**config.mk**
```make
export PLATFORM = sky130hd
export DESIGN_NAME = pc_fetch_flat
export DESIGN_NICKNAME = d
export VERILOG_FILES = /design/src/rtl/fetch_pkg.sv /design/src/rtl/pc_fetch_if.sv /design/src/rtl/pc_next_sel.sv /design/src/rtl/pc_fetch.sv /design/src/flat_wrapper.sv
export SDC_FILE = /design/constraint.sdc
export NUM_CORES = 1
export LEC_CHECK = 0
export CAP_MARGIN = 0
export CELL_PAD_IN_SITES_DETAIL_PLACEMENT = 2
export CELL_PAD_IN_SITES_GLOBAL_PLACEMENT = 2
export CORE_ASPECT_RATIO = 0.5
export CORE_MARGIN = 2
export CORE_UTILIZATION = 29
export DETAILED_ROUTE_END_ITERATION = 7
export PLACE_DENSITY = 0.95
export REMOVE_ABC_BUFFERS = 1
export SLEW_MARGIN = 15
export SYNTH_ARGS = -nofsm -noshare
export SYNTH_HDL_FRONTEND = slang
export SYNTH_HIERARCHICAL = 1
export SYNTH_SLANG_ARGS = --single-unit
```
**constraint.sdc**
```tcl
create_clock -name clk -period 5.6 [get_ports clk]
set_input_delay 1.4 -clock clk [delete_from_list [all_inputs] [get_ports clk]]
set_output_delay 1.4 -clock clk [all_outputs]
set_load 0.05 [all_outputs]
```
**src/rtl/fetch_pkg.sv**
```systemverilog
// Shared types and constants for the PC / instruction-fetch stage.
// Imported by the fetch interface, the next-PC selector and the fetch top.
package fetch_pkg;

    localparam int XLEN = 32;

    localparam logic [XLEN-1:0] NOP_INSTR = 32'h0000_0013;

    typedef enum logic [1:0] {
        REQ   = 2'd0,
        VALID = 2'd1,
        ERR   = 2'd2
    } fetch_state_e;

    // Branch targets and fall-through addresses must stay on a word boundary.
    function automatic logic is_misaligned(input logic [XLEN-1:0] addr);
        return addr[1:0] != 2'b00;
    endfunction

endpackage

```
**src/rtl/pc_fetch_if.sv**
```systemverilog
// Bundle of the instruction-memory handshake and the decode-side signals.
// The master side is the fetch stage; the slave side is memory plus decode.
interface pc_fetch_if;
    import fetch_pkg::*;

    logic            imem_req;
    logic [XLEN-1:0] imem_addr;
    logic            imem_ack;
    logic [XLEN-1:0] imem_rdata;

    logic [XLEN-1:0] instr;
    logic            instr_valid;
    logic [XLEN-1:0] pc;
    logic [XLEN-1:0] pc_plus4;
    logic            stall;
    logic            pc_src;
    logic [XLEN-1:0] imm_data;
    logic            fetch_err;

    modport master (
        output imem_req,
        output imem_addr,
        input  imem_ack,
        input  imem_rdata,
        output instr,
        output instr_valid,
        output pc,
        output pc_plus4,
        input  stall,
        input  pc_src,
        input  imm_data,
        output fetch_err
    );

    modport slave (
        input  imem_req,
        input  imem_addr,
        output imem_ack,
        output imem_rdata,
        input  instr,
        input  instr_valid,
        input  pc,
        input  pc_plus4,
        output stall,
        output pc_src,
        output imm_data,
        input  fetch_err
    );

endinterface

```
**src/rtl/pc_next_sel.sv**
```systemverilog
// Combinational next-PC choice: fall-through (pc+4) or PC-relative branch target.
// Both sums wrap modulo 2^32; misalignment of the chosen target is flagged.
module pc_next_sel
    import fetch_pkg::*;
(
    input  logic [XLEN-1:0] pc,
    input  logic [XLEN-1:0] imm_data,
    input  logic            pc_src,
    output logic [XLEN-1:0] next_pc,
    output logic            misaligned
);

    logic [XLEN-1:0] seq_pc;
    logic [XLEN-1:0] branch_pc;

    always_comb begin
        seq_pc     = pc + 32'd4;
        branch_pc  = pc + imm_data;
        next_pc    = pc_src ? branch_pc : seq_pc;
        misaligned = is_misaligned(next_pc);
    end

endmodule

```
**src/rtl/pc_fetch.sv**
```systemverilog
// Program counter and single-outstanding instruction fetch feeding decode.
// All architectural state (state, pc, instr, error flag) is held here.
module pc_fetch
    import fetch_pkg::*;
#(
    parameter logic [XLEN-1:0] RESET_PC = 32'h0000_0000
) (
    input  logic       clk,
    input  logic       rst_n,
    pc_fetch_if.master bus
);

    fetch_state_e    state_q, state_d;
    logic [XLEN-1:0] pc_q, pc_d;
    logic [XLEN-1:0] instr_q, instr_d;
    logic            err_q, err_d;
    logic            rel_q;

    logic [XLEN-1:0] next_pc;
    logic            next_misaligned;
    logic            req_active;
    logic            consume;

    pc_next_sel u_next_sel (
        .pc         (pc_q),
        .imm_data   (bus.imm_data),
        .pc_src     (bus.pc_src),
        .next_pc    (next_pc),
        .misaligned (next_misaligned)
    );

    // Request is gated by a registered reset release so it cannot rise
    // in the same cycle rst_n deasserts, and drops the instant rst_n asserts.
    always_comb begin
        req_active = rel_q && (state_q == REQ);
        consume    = (state_q == VALID) && !bus.stall;
    end

    always_comb begin
        state_d = state_q;
        pc_d    = pc_q;
        instr_d = instr_q;
        err_d   = err_q;

        unique case (state_q)
            REQ: begin
                if (req_active && bus.imem_ack) begin
                    instr_d = bus.imem_rdata;
                    state_d = VALID;
                end
            end
            VALID: begin
                if (consume) begin
                    if (next_misaligned) begin
                        err_d   = 1'b1;
                        state_d = ERR;
                    end else begin
                        pc_d    = next_pc;
                        state_d = REQ;
                    end
                end
            end
            ERR: begin
                err_d = 1'b1;
            end
            default: begin
                state_d = REQ;
            end
        endcase
    end

    always_ff @(posedge clk or negedge rst_n) begin
        if (!rst_n) begin
            state_q <= REQ;
            pc_q    <= RESET_PC;
            instr_q <= NOP_INSTR;
            err_q   <= 1'b0;
            rel_q   <= 1'b0;
        end else begin
            state_q <= state_d;
            pc_q    <= pc_d;
            instr_q <= instr_d;
            err_q   <= err_d;
            rel_q   <= 1'b1;
        end
    end

    always_comb begin
        bus.imem_req    = req_active;
        bus.imem_addr   = pc_q;
        bus.instr       = instr_q;
        bus.instr_valid = (state_q == VALID);
        bus.pc          = pc_q;
        bus.pc_plus4    = pc_q + 32'd4;
        bus.fetch_err   = err_q;
    end

endmodule

```
**src/flat_wrapper.sv**
```systemverilog
// flat-port wrapper written by rule: the top's interface ports become plain ports
module pc_fetch_flat import fetch_pkg::*;
#(
    parameter logic [XLEN-1:0] RESET_PC = 32'h0000_0000
)
  (clk, rst_n, bus_imem_req, bus_imem_addr, bus_imem_ack, bus_imem_rdata, bus_instr, bus_instr_valid, bus_pc, bus_pc_plus4, bus_stall, bus_pc_src, bus_imm_data, bus_fetch_err);
  pc_fetch_if bus_i ();
  input  logic clk;
  input  logic rst_n;
  output wire logic [$bits(bus_i.imem_req)-1:0] bus_imem_req;
  output wire logic [$bits(bus_i.imem_addr)-1:0] bus_imem_addr;
  input wire logic [$bits(bus_i.imem_ack)-1:0] bus_imem_ack;
  input wire logic [$bits(bus_i.imem_rdata)-1:0] bus_imem_rdata;
  output wire logic [$bits(bus_i.instr)-1:0] bus_instr;
  output wire logic [$bits(bus_i.instr_valid)-1:0] bus_instr_valid;
  output wire logic [$bits(bus_i.pc)-1:0] bus_pc;
  output wire logic [$bits(bus_i.pc_plus4)-1:0] bus_pc_plus4;
  input wire logic [$bits(bus_i.stall)-1:0] bus_stall;
  input wire logic [$bits(bus_i.pc_src)-1:0] bus_pc_src;
  input wire logic [$bits(bus_i.imm_data)-1:0] bus_imm_data;
  output wire logic [$bits(bus_i.fetch_err)-1:0] bus_fetch_err;
  assign bus_imem_req = bus_i.imem_req;
  assign bus_imem_addr = bus_i.imem_addr;
  assign bus_i.imem_ack = bus_imem_ack;
  assign bus_i.imem_rdata = bus_imem_rdata;
  assign bus_instr = bus_i.instr;
  assign bus_instr_valid = bus_i.instr_valid;
  assign bus_pc = bus_i.pc;
  assign bus_pc_plus4 = bus_i.pc_plus4;
  assign bus_i.stall = bus_stall;
  assign bus_i.pc_src = bus_pc_src;
  assign bus_i.imm_data = bus_imm_data;
  assign bus_fetch_err = bus_i.fetch_err;
  pc_fetch #(.RESET_PC(RESET_PC)) u_core (.clk(clk), .rst_n(rst_n), .bus(bus_i));
endmodule
```
==> metrics.md, run 1 <==
| Metric | Value |
|---|---|
| Residual DRC | `0` |
| Ys flop type | `dfrtp_1` |
| Worst-Skew Late Latency | `0.36 ns` |
| Slew Limit Fails | `0` |
| Fill count | `2,108` |
| FFs w/ async S/R, synth | `1.00` |
| RSZ-0062 raised after global routing | `false` |
| Leak pwr | `3.39 nW` |
| Rows | `36` |
| H-tree depth | `3` |
| Synth Cell Area | `5830 um2` |
| Worst relative slew slack | `0.388` |
| Setup tns final | `0 ns` |
| Core region area | `19,600 um2` |
| Area Growth Syn to Fin | `38.4%` |
| Final period utilization | `0.880` |
| Clock Power Share | `0.452` |
| Area contributors post-synth | `dfrtp_1 (28%), mux2_2 (13%), xnor2_1 (8.1%), ha_1 (7.1%), buf_4 (5.3%)` |
| Clock Skew | `0.00982 ns` |
| Syn avg cell area | `9.27 um2` |
| CTS tree | `done` |
| Critical Path End Type | `primary output` |
| Die Ht | `104 um` |
| Outcome | `completed` |
| Worst vdd rail ir drop | `0.000114 V` |
| Share of cells above drive strength 1 | `0.130` |
| Area leader, netlist | `dfrtp_1` |
| Crit Path Max Fanout | `10` |
| Placer Congestion | `0.826` |
| CTS resizes | `0` |
| Violation count after the first detailed-route iteration | `366` |
| Synth cell types | `62` |
| Vias in the first global route | `6,764` |
| YS warnings | `6` |
| Die Footprint | `21,300 um2` |
| Slew @ Worst Pin | `0.917 ns` |
| Sequential share of power | `0.419` |
| Layer with the highest usage | `met2` |
| Pre-Repair DR Iteration Count | `6` |
| Detail Route Antenna Nets | `0` |
| Met1 usage | `0.280` |
| Hold_buf cts | `0` |
| Initial core utilization | `0.298` |
| Setup violators final | `0` |
| CP arrival | `3.53 ns` |
| Inserted Clock Buffers | `9` |
| GR Util met2 | `0.448` |
| Overall routing resource usage | `0.253` |
| DP HPWL | `18,600 um` |
| Sw Ratio | `0.269` |
| EDFF count, synth | `0` |
| Met3 Use GR | `0.0595` |
| Fmax | `203 MHz` |
| Synth cell count leaders | `dfrtp_1 (65), mux2_2 (65), xnor2_1 (54), nand2_1 (52), a21oi_1 (43)` |
| Core Util, Final | `0.412` |
| N_diodes | `0` |
| Worst-path clk slew | `0.06 ns` |
| Synth Instances | `629` |
| Largest net degree at the start of global routing | `45` |
| Clk sinks | `68` |
| Critical Path Start Type | `flop` |
| Post-CTS Setup Inserts | `0` |
| WP data required | `4.20 ns` |
| Final Hold Vio Count | `0` |
| Yosys top cell area share | `0.279` |
| Final net count | `891` |
| Seq cells post-synth | `68` |
| CTS Root Cell | `clkbuf_16` |
| Clock buffer depth | `2` |
| Internal power | `859 uW` |
| Sw Pwr | `316 uW` |
| Critical path type | `flop to primary output` |
| Initial antenna violation count | `0` |
| Hold WC Path Type | `flop to flop` |
| Chip Width | `205 um` |
| Port bufs | `199` |
| Num ports | `200` |
| MaxCap Viol Count | `0` |
| Vias per Instance | `5.53` |
| Gr ovfl total | `0` |
| Comb power frac | `0.130` |
| Pwr Density | `146 nW/um2` |
| First-pass GRT wire length | `41,400 um` |
| Routed WL per cell | `24.9 um` |
| Seq/Total Area, Yosys | `0.292` |
| Clock period minus worst slack | `4.93 ns` |
| Drt total wl | `26,400 um` |
| Vias after detailed routing | `5,850` |
| Worst Hold Slack | `0.487 ns` |
## routing by layer
metal | share of wire | vias to the layer above
met2 | 0.51 | 232
met5 | 0 | -
met3 | 0.052 | 86
met4 | 0.047 | 0
li1 | - | 2547
met1 | 0.39 | 2985
## worst paths after layout
path | startpoint | end | slack (ns) | cells past startpoint
max | u_core/bus.imem_addr[2]$_DFFE_PN0P_ | bus_pc_plus4[12] | 0.67 | 6
min | u_core/bus.fetch_err$_DFFE_PN0P_ | u_core/bus.fetch_err$_DFFE_PN0P_ | 0.49 | 1
max reg2reg | u_core/bus.imem_addr[0]$_DFFE_PN0P_ | u_core/bus.imem_addr[30]$_DFFE_PN0P_ | 1.64 | 11
min reg2reg | u_core/bus.fetch_err$_DFFE_PN0P_ | u_core/bus.fetch_err$_DFFE_PN0P_ | 0.49 | 1
max in group asynchronous | rst_n | u_core/bus.imem_addr[20]$_DFFE_PN0P_ | 3.44 | 2
min in group asynchronous | rst_n | u_core/bus.instr[29]$_DFFE_PN0P_ | 1.14 | 1
## flip-flops by register name, indices dropped and copies added, names as in the netlist
register	cells
u_core/bus.imem_addr	32
u_core/bus.instr	32
u_core/bus.fetch_err	1
u_core/state_q	2
u_core/rel_q	1
## critical path, stage by stage, from the launching register on
cell,delay (ns)
dfrtp_1,0.60
ha_1,0.37
nand4_1,0.31
nor2_1,0.53
nand3_1,0.21
xnor2_1,0.28
clkdlybuf4s50_1,0.87
## placed cells by master (no fill, tap or decap), types with 3 or more instances in the layout
cell type	synthesis	final
a21o_1	13	13
o21ai_0	28	28
buf_4	41	4
or2_2	3	3
a2111oi_0	3	3
clkbuf_16	0	9
a31oi_1	3	3
dfrtp_1	65	65
a21oi_1	43	43
nand2_1	52	52
and4_1	6	6
o21bai_1	7	7
nand3b_1	3	3
nand3_1	24	24
nand2b_1	3	3
inv_1	15	15
nand4_1	19	19
o21ai_1	3	3
dfstp_2	3	3
clkinv_2	0	3
a211oi_1	5	5
clkdlybuf4s50_1	0	198
nor3_1	8	8
ha_1	33	33
and2_1	4	3
xor2_1	26	26
mux2_2	65	65
nor2_1	35	35
and3_1	11	11
xnor2_1	54	54
## power groups by stage
stage / registers (mW) / logic [mW] / clock network, mW
CTS: 0.492 / 0.151 / 0.553
detailed placement: 0.501 / 0.147 / 0
global placement: 0.501 / 0.136 / 0
global route: 0.492 / 0.164 / 0.568
floorplan: 0.501 / 0.0581 / 0
finish: 0.492 / 0.153 / 0.531
## cell type report
type,count,area [um2],area share
Multi-Input combinational cell,491,3700,0.459
Clock inverter,5,30.0,0.00372
Clock buffer,10,229,0.0284
Tap cell,266,333,0.0412
Timing Repair Buffer,203,2020,0.250
Inverter,15,56.3,0.00697
Sequential cell,68,1710,0.211
## per-stage QoR
stage | setup slack [ns] | cells | total power [mW] | area (um2)
6_report | 0.673 | 1058 | 1.18 | 8070
5_1_grt | 0.565 | 1058 | 1.22 | 8070
4_1_cts | 0.706 | 1058 | 1.20 | 8070
3_5_place_dp | 0.465 | 1043 | 0.647 | 7810
3_3_place_gp | 0.640 | 1043 | 0.637 | 7810
2_1_floorplan | 1.27 | 574 | 0.559 | 5460
## cell families (layout without fill, tap and decap cells)
family	Yosys count	count (layout)	synth area share
multiplexers	65	65	0.126
adder cells (fa/ha/maj)	34	34	0.0742
AO/OA/AOI/OAI	130	130	0.145
XOR/XNOR	80	80	0.120
AND/OR/NAND/NOR	181	181	0.169
buffers and inverters	70	233	0.0729
flip-flops	68	68	0.292
other	1	1	0.000643
Power figures use the tool's default switching activity.
==> inputs of run 2 (changes only) <==
Settings changed: CORE_MARGIN 2 to unset.
==> metrics.md, run 2 (same netlist as run 1, synthesis figures left out) <==
| Metric | Value |
|---|---|
| Delay-heaviest family, CP | `compound AO/OA/AOI/OAI gates` |
| Clk sinks | `68` |
| Worst-Skew Late Latency | `0.36 ns` |
| Chip Width | `203 um` |
| Port bufs | `199` |
| Post-CTS Setup Inserts | `0` |
| N_diodes | `0` |
| Rows | `36` |
| CTS tree | `done` |
| Share of cells above drive strength 1 | `0.130` |
| First-pass GRT wire length | `41,300 um` |
| Critical Path Slowest Stage Cell | `a2111oi_0` |
| Critical path type | `input pin to flop` |
| Worst path max stage delay | `0.61 ns` |
| Gr ovfl total | `0` |
| Core Util, Final | `0.414` |
| Initial antenna violation count | `0` |
| Final period utilization | `0.938` |
| Violation count after the first detailed-route iteration | `375` |
| Hold_buf cts | `0` |
| MaxCap Viol Count | `0` |
| Overall routing resource usage | `0.262` |
| CP arrival | `5.49 ns` |
| Final net count | `891` |
| Num ports | `200` |
| Hold WC Path Type | `flop to flop` |
| Setup violators final | `0` |
| Worst-path clk slew | `0.06 ns` |
| Non-Filler Instances | `1,059` |
| RSZ-0062 raised after global routing | `false` |
| Worst vdd rail ir drop | `0.000124 V` |
| Routed WL per cell | `25.6 um` |
| CTS Root Cell | `clkbuf_16` |
| Clock buffer depth | `2` |
| Core region area | `19,600 um2` |
| DP HPWL | `18,800 um` |
| Design Area, Final | `8120 um2` |
| Fmax | `190 MHz` |
| Outcome | `completed` |
| Vias per Instance | `5.64` |
| Die Footprint | `20,700 um2` |
| Placed Cells incl. Taps | `1,043` |
| Placed cell area | `7810 um2` |
| Critical Path Start Type | `input pin` |
| Most frequent cells in the layout | `clkdlybuf4s50_1 (198), mux2_2 (65), dfrtp_1 (65)` |
| Clock period minus worst slack | `5.26 ns` |
| Slew Limit Fails | `0` |
| Area Growth Syn to Fin | `39.2%` |
| Final Hold Vio Count | `0` |
| Residual DRC | `0` |
| Vias after detailed routing | `5,969` |
| Pre-Repair DR Iteration Count | `5` |
| H-tree depth | `3` |
| Inserted Clock Buffers | `9` |
| Setup tns final | `0 ns` |
| Detail Route Antenna Nets | `0` |
| Met1 usage | `0.288` |
| Slew @ Worst Pin | `0.966 ns` |
| Pwr Density | `155 nW/um2` |
| CP Cell Sequence | `clkdlybuf4s50_1 -> ha_1 -> fa_1 -> a211oi_2 -> o21bai_1 -> o2111ai_2 -> a21oi_2 -> a2111oi_4 -> o31ai_1 -> a2111oi_0 -> a221oi_1 -> mux2_2` |
| Most common cell after layout, fill and taps aside | `clkdlybuf4s50_1` |
| Worst Hold Slack | `0.467 ns` |
| Leak pwr | `3.40 nW` |
| GR Util met2 | `0.475` |
| Worst Setup SP | `bus_imm_data[0]` |
| Die Ht | `102 um` |
| Crit Path Max Fanout | `6` |
| Placer Congestion | `0.837` |
| CP bufs+invs | `1` |
| Drt total wl | `27,100 um` |
| Clock Skew | `0.00965 ns` |
| Startpoint of the worst register-to-register path | `u_core/bus.imem_addr[0]$_DFFE_PN0P_` |
| Initial core utilization | `0.298` |
| Met3 Use GR | `0.0571` |
| CTS resizes | `0` |
| Vias in the first global route | `6,858` |
| WP data required | `5.84 ns` |
| Critical Path End Type | `flop` |
| Layer with the highest usage | `met2` |
| Largest net degree at the start of global routing | `45` |
| Worst min-delay path startpoint | `u_core/bus.fetch_err$_DFFE_PN0P_` |
| Worst relative slew slack | `0.356` |
## run 2: routing by layer
| layer | part of all wire | up-vias |
|---|---|---|
| li1 | - | 2544 |
| met4 | 0.050 | 0 |
| met3 | 0.052 | 107 |
| met2 | 0.51 | 267 |
| met1 | 0.39 | 3051 |
| met5 | 0 | - |
## run 2: final timing paths
path | to | slack (ns) | cells after the start
worst max-delay path | u_core/bus.imem_addr[30]$_DFFE_PN0P_ | 0.34 | 12
worst min register to register | u_core/bus.fetch_err$_DFFE_PN0P_ | 0.47 | 1
max in group asynchronous | u_core/bus.imem_addr[20]$_DFFE_PN0P_ | 3.44 | 2
worst max register to register | u_core/bus.imem_addr[30]$_DFFE_PN0P_ | 1.30 | 11
min in group asynchronous | u_core/bus.fetch_err$_DFFE_PN0P_ | 1.16 | 1
worst min-delay path | u_core/bus.fetch_err$_DFFE_PN0P_ | 0.47 | 1
## run 2: cell type report
class	instances	area, um2
Clock inverter	5	61.3
Inverter	15	56.3
Tap cell	266	333
Timing Repair Buffer	203	2020
Sequential cell	68	1710
Fill cell	2053	11500
Multi-Input combinational cell	491	3700
Clock buffer	11	243
## run 2: power by group
group / total (mW) / internal [mW] / switching [mW]
Clock: 0.613 / 0.358 / 0.255
Sequential: 0.492 / 0.492 / 0.0000913
Combinational: 0.155 / 0.0727 / 0.0825
Total: 1.26 / 0.923 / 0.337
## run 2: stage by stage
step	total power, mW	setup slack (ns)
after CTS	1.27	0.384
after detailed placement	0.649	0.159
after global placement	0.637	0.656
after global routing	1.30	0.222
final	1.26	0.345
after floorplan	0.559	1.27
